## src/rtl/demux_stream.sv

```systemverilog
// demux_stream: registered 1-to-4 stream demultiplexer.
// Each accepted word is steered by in_sel into one of four one-entry
// channel registers with independent valid/ready handshakes.
// Optional feature macro: DEMUX_COUNT_EN adds per-channel 8-bit
// delivered-word counters; without it cnt0..cnt3 are tied to zero.

// One output channel: EMPTY/FULL holding register plus optional counter.
module demux_chan #(
    parameter int WIDTH = 2
) (
    input  logic             clk,
    input  logic             rst_n,
    input  logic             wr,
    input  logic [WIDTH-1:0] wr_data,
    input  logic             ready,
    output logic             valid,
    output logic [WIDTH-1:0] data,
    output logic [7:0]       cnt
);
    typedef enum logic {EMPTY = 1'b0, FULL = 1'b1} state_t;

    state_t state, state_nxt;

    // State register.
    always_ff @(posedge clk or negedge rst_n) begin
        if (!rst_n) state <= EMPTY;
        else        state <= state_nxt;
    end

    // Next state: a write always leaves the channel FULL, even if the old
    // word is taken in the same cycle; a take without a write empties it.
    always_comb begin
        state_nxt = state;
        case (state)
            EMPTY:   if (wr) state_nxt = FULL;
            FULL:    if (!wr && ready) state_nxt = EMPTY;
            default: state_nxt = EMPTY;
        endcase
    end

    assign valid = (state == FULL);

    // Data only moves on a write; it keeps its last value after delivery.
    always_ff @(posedge clk or negedge rst_n) begin
        if (!rst_n)  data <= '0;
        else if (wr) data <= wr_data;
    end

`ifdef DEMUX_COUNT_EN
    // Delivered-word counter, free-running wrap at 255.
    always_ff @(posedge clk or negedge rst_n) begin
        if (!rst_n)             cnt <= 8'd0;
        else if (valid && ready) cnt <= cnt + 8'd1;
    end
`else
    assign cnt = 8'd0;
`endif
endmodule

module demux_stream #(
    parameter int WIDTH = 2
) (
    input  logic             clk,
    input  logic             rst_n,
    input  logic [WIDTH-1:0] in_data,
    input  logic [1:0]       in_sel,
    input  logic             in_valid,
    output logic             in_ready,
    output logic [WIDTH-1:0] out0_data,
    output logic [WIDTH-1:0] out1_data,
    output logic [WIDTH-1:0] out2_data,
    output logic [WIDTH-1:0] out3_data,
    output logic             out0_valid,
    output logic             out1_valid,
    output logic             out2_valid,
    output logic             out3_valid,
    input  logic             out0_ready,
    input  logic             out1_ready,
    input  logic             out2_ready,
    input  logic             out3_ready,
    output logic [7:0]       cnt0,
    output logic [7:0]       cnt1,
    output logic [7:0]       cnt2,
    output logic [7:0]       cnt3
);
    localparam int NUM_CH = 4;

    logic [NUM_CH-1:0][WIDTH-1:0] out_data;
    logic [NUM_CH-1:0][7:0]       cnt;
    logic [NUM_CH-1:0]            out_valid;
    logic [NUM_CH-1:0]            out_ready;
    logic [NUM_CH-1:0]            wr;
    logic                         accept;

    assign out_ready = {out3_ready, out2_ready, out1_ready, out0_ready};

    // Only the selected channel gates the producer, so a stalled channel
    // never blocks traffic bound for the others.
    assign in_ready = !out_valid[in_sel] || out_ready[in_sel];
    assign accept   = in_valid && in_ready;

    // One-hot write strobe to the selected channel.
    always_comb begin
        wr = '0;
        if (accept) wr[in_sel] = 1'b1;
    end

    for (genvar k = 0; k < NUM_CH; k++) begin : g_chan
        demux_chan #(.WIDTH(WIDTH)) u_chan (
            .clk     (clk),
            .rst_n   (rst_n),
            .wr      (wr[k]),
            .wr_data (in_data),
            .ready   (out_ready[k]),
            .valid   (out_valid[k]),
            .data    (out_data[k]),
            .cnt     (cnt[k])
        );
    end

    assign out0_data  = out_data[0];
    assign out1_data  = out_data[1];
    assign out2_data  = out_data[2];
    assign out3_data  = out_data[3];
    assign out0_valid = out_valid[0];
    assign out1_valid = out_valid[1];
    assign out2_valid = out_valid[2];
    assign out3_valid = out_valid[3];
    assign cnt0       = cnt[0];
    assign cnt1       = cnt[1];
    assign cnt2       = cnt[2];
    assign cnt3       = cnt[3];
endmodule

```

## config.mk

```make
export PLATFORM = sky130hd
export DESIGN_NAME = demux_stream
export DESIGN_NICKNAME = d
export VERILOG_FILES = /design/src/rtl/demux_stream.sv
export SDC_FILE = /design/constraint.sdc
export NUM_CORES = 1
export LEC_CHECK = 0
export CAP_MARGIN = 15
export CORE_ASPECT_RATIO = 1.75
export CORE_MARGIN = 3
export CORE_UTILIZATION = 31
export DETAILED_ROUTE_END_ITERATION = 7
export PLACE_DENSITY_LB_ADDON = 0.1
export SYNTH_ARGS = -nofsm -noshare
export SYNTH_HDL_FRONTEND = slang
export SYNTH_HIERARCHICAL = 1
export SYNTH_SLANG_ARGS = --single-unit
```

## constraint.sdc

```tcl
create_clock -name clk -period 1.3 [get_ports clk]
set_input_delay 0.195 -clock clk [delete_from_list [all_inputs] [get_ports clk]]
set_output_delay 0.195 -clock clk [all_outputs]
set_load 0.01 [all_outputs]
```

# Yosys cells after proc, flatten, opt, wreduce, memory -nomap -nowiden
# Index checks and enable logic that the tools add are counted.
totals:
  reg_bits: 12
  latchBits: 0
  ramBits: 0
  romBits: 0
  in_bits: 11
  out_inout_bits: 45
  wordCells: 45
  n_memories: 0
op_classes:
  addsub: 0
  n_mul: 0
  n_div: 0
  n_lt_le_gt_ge: 2
  n_eq_ne: 0
  shift: 0
  muxes: 19
  n_bitwise: 4
  reduce_logical: 12
op_table:
  columns: ["operator", "n"]
  rows:
  - ["1-bit two-way mux", 11]
  - ["1-bit case mux with 2 select lines", 4]
  - ["1-bit logical AND", 6]
  - ["1-bit logical NOT", 5]
  - ["1-bit binary-select mux with 2-bit select", 2]
  - ["4-bit two-way mux", 1]
  - ["1-bit NOT", 4]
  - ["2-bit by 3-bit < comparator with 1-bit output (second input constant)", 1]
  - ["1-bit demux with 2-bit select", 1]
  - ["2-bit by 1-bit >= comparator with 1-bit output (second input constant)", 1]
  - ["1-bit logical OR", 1]

# Depth between registers and ports, before layout
logic_depth:
  depth_word: 10
  depth_mapped: 3
  mapped_depth_nobuf: 3

# Hierarchy
# Netlist, hierarchy kept.
by_module_without_submodules:
  columns: ["mod", "n_inst", "cells_each", "area_per_inst_um2", "seq_area_each_um2"]
  rows:
  - ["demux_chan", 4, 16, 173.9, 75.1]
  - ["demux_stream", 1, 9, 101.3, 0.0]

# Worst setup path before layout
# Ideal clock, no wire load.
synth_path:
  kind: "reg2reg"
  startpoint: "reg g_chan[0].u_chan.state"
  endpoint: "reg g_chan[0].u_chan.data[0]"
  setup_time_ns: 0.125
  t_arrival_ns: 1.242
  required_ns: 1.175
  slack_ns: -0.067
  path_stages_with_launch: 4
  path_buffers: 0
  synth_period_minus_slack_ns: 1.367
  path_cell_list: "dfrtp_1 -> nand2b_1 -> nor4bb_1 -> mux2_2"
synth_via:
  elab_chain_cells: 6
synth_lines:
  columns: ["element", "line", "source"]
  rows:
  - ["start: declaration", "22", "state_t state, state_nxt;"]
  - ["start signal: assignment", "27", "else state <= state_nxt;"]
  - ["1-bit binary-select mux with 2-bit select", "99", "assign in_ready = !out_valid[in_sel] || out_ready[in_sel];"]
  - ["1-bit two-way mux (implied by the code)", "99", null]
  - ["1-bit logical NOT", "99", null]
  - ["1-bit logical OR", "99", null]
  - ["1-bit logical AND", "100", "assign accept = in_valid && in_ready;"]
  - ["4-bit two-way mux", "105", "if (accept) wr[in_sel] = 1'b1;"]
  - ["via wr[0]", "92", "logic [NUM_CH-1:0] wr;"]
  - ["end signal: assignment", "46", "else if (wr) data <= wr_data;"]
  - ["end: declaration", "17", "output logic [WIDTH-1:0] data,"]
# The timed path passes the listed nets, and every way through them passes these cells. The select of a mux whose other input is x is not followed.
# A chain may end at the register's enable or synchronous reset.

# Worst setup path after layout
layout_path:
  startpoint: "reg g_chan[2].u_chan.state"
  endpoint: "out in_ready"
layout_via:
  elab_chain_cells: 4
layout_lines:
  columns: ["element", "line", "source"]
  rows:
  - ["start: declaration", "22", null]
  - ["start signal: assignment", "27", null]
  - ["1-bit binary-select mux with 2-bit select", "99", null]
  - ["1-bit two-way mux (implied by the code)", "99", null]
  - ["1-bit logical NOT", "99", null]
  - ["1-bit logical OR", "99", null]
  - ["end: declaration", "68", "output logic in_ready,"]
# No other way between the ends. The select of a mux whose other input is x is not followed.

==> metrics.yaml <==
wl_per_cell_um: 11.3
outcome: "finished with violations"
htreeDepth: 1
synth-seq-cells: 12
critPathMaxFanout: 2
yosysTopAreaCell: "dfrtp_1"
arrival_ps: 1280
grt_antenna_before_repair: 0
stdcell_area_um2: 1060
worst_hold_path_type: "in -> async"
pwr_density_cell_nw_per_um2: 1080
grt_pass1_wl_mm: 2.26
post-route-min-period_ps: 1470
synth_top_family_by_area: "buffers and inverters"
drive_gt1_share_pct: 33.6
dr.pass1.iters: 4
vias: 508
drc: 0
start_kind: "flop"
violations: "setup timing"
placed_area_um2: 997
critical-path-max-stage-delay_ps: 460
layout.nets: 120
power_mw: 1.14
fp.coreArea_um2: 2360
fin_crit_sh_pct: 113
synth-xor-area-share_pct: 0
cp.required_ps: 1110
reg2reg_slack_ps: 60
drt_iter0_drc: 2
seq_area_um2: 300
pin_count: 56
netlist_area_um2: 797
avgViaCountPerCell: 3.85
fillers: 248
synth_compound_area_share_pct: 4.40
synth_top_area_share_pct: 37.7
setup.worst_path.end_class: "primary output"
synth_cell_types: 12
crit_type: "reg -> out"
slew_viol_final: 0
grt_max_degree: 13
r2r_cells: 4
rows: 23
synthAdderAreaFrac_pct: 0
synthMuxAreaShare_pct: 14.1
root_buffer: "clkbuf_8"
cts_hold_buf: 0
path_cells: "nand2b_4 -> mux4_2 -> buf_6"
hold_violations: 0
die_h_um: 73.1
slowest_stage: "mux4_2"
timing.setup.tns_ps: -175
r2r_start: "g_chan[0].u_chan/valid"
grt_overflow: 0
rsz0062_at_grt: "yes"
place_hpwl_mm: 1.28
multi_input_area_um2: 384
holdWs_ps: 256
fin_ws_ps: -175
clock_skew_ps: 0.238
clkLatencyLatePin_ps: 240
area_delta_synth_final_pct: 33.3
routed_wirelength_mm: 1.49
synth-simple-area-share_pct: 9.89
port_buffers: 23
gp_congestion: 0.644
cts_buffer_depth: 2
vdd_drop_max_mv: 0.673
cts_tree: "built"
synth.avg_cell_area_um2: 10.9
grt_pass1_vias: 509
start_util_pct: 33.8
dpl.cell_count: 126
die_area_um2: 3240
cts_sinks: 12
postSynthCellCount: 73
stdcell_count: 132
finalSetupViolations: 1
cap_violations: 0
cts_made_buffers: 3
ys_warn_count: 6
grt_usage_pct: 9.52
path_clk_slew_ps: 50
power.leakage_nw: 0.605
die_w_um: 44.3
ant_nets: 0
pre_cts_ws_ps: -620
timing.rr.end: "g_chan[0].u_chan/data[0]"
final_core_util_pct: 45.0
synth_area_leaders: "dfrtp_1 (38%), buf_4 (30%), mux2_2 (11%), a21o_2 (4.4%), nand2b_4 (3.5%)"
ys_seq_area_share_pct: 37.7
antennaDiodeCount: 0
max_clock_freq_ghz: 0.678
## cell families (layout without fill, tap and decap cells)
family	Yosys count	in the layout
mux	9	9
compound gates	4	4
simple gates	8	8
buf+inv	36	42
flops	12	12
other cells	4	32
## synth_stat cells
library cell  count
buf_4            32
a21o_2            4
nand2b_1          2
inv_1             4
and4_1            1
conb_1            4
dfrtp_1          12
nor4bb_1          1
mux2_2            8
and4b_1           2
nand2b_4          2
mux4_2            1
## flip-flops by register name, indices dropped and copies added (netlist names)
name                 count
g_chan.u_chan/data       8
g_chan.u_chan/valid      4
## worst max-delay path by stage
stage	start	cells after the start	to	slack (ps)
floorplan	g_chan[0].u_chan/valid	3	g_chan[0].u_chan/data[0]	20
global placement	out0_ready	4	in_ready	-630
detailed placement	out1_ready	4	in_ready	-620
CTS	g_chan[3].u_chan/valid	3	in_ready	-190
global route	g_chan[1].u_chan/valid	3	in_ready	-200
finish	g_chan[2].u_chan/valid	3	in_ready	-170
## cells in the final DEF, fill, tap and decap left out
cell type and n:
nor4bb_4 1, mux2_2 6, dfrtp_1 12, conb_1 32, a21o_2 4, dlygate4sd2_1 17, mux4_2 1, nand2b_4 4
inv_1 4, and4_1 1, clkbuf_8 3, mux2_4 2, buf_6 1, and4b_1 2, buf_4 12, clkdlybuf4s50_1 3
clkbuf_2 2
## repair_timing
action,CTS,global route
cloned,0,0
buffers inserted,1,2
resized for setup,26,7
endpoints found under the setup margin,21,3
## per-layer routing
metal	up-vias	share of wire, %	wire [um]	track usage, %
met4	0	0.61	9	6.04
met2	31	57	850	16.9
met1	235	33	494	9.65
li1	240	-	-	-
met5	-	0	0	0
met3	2	8.8	131	1.98
## worst max-delay path: cells and delay by family (launching register included)
kind	cells	cell delay, ps
flops	1	390
buf+inv	1	140
simple gates	1	60
mux	1	460
## report_power, final
group	switching (mW)	leakage [nW]	total, mW	internal [mW]
Combinational	0.155	0.436	0.340	0.185
Sequential	0.0341	0.147	0.471	0.437
Clock	0.129	0.0216	0.333	0.204
Total	0.318	0.605	1.14	0.826
## layout make-up
class	count	share of cell area, %
clock buffers	3	3.89
inverters	4	1.41
multi-input cells	53	36.2
flip-flops and latches	12	28.3
well taps	25	2.94
repair buffers	35	27.3
Power figures use the tool's default switching activity.
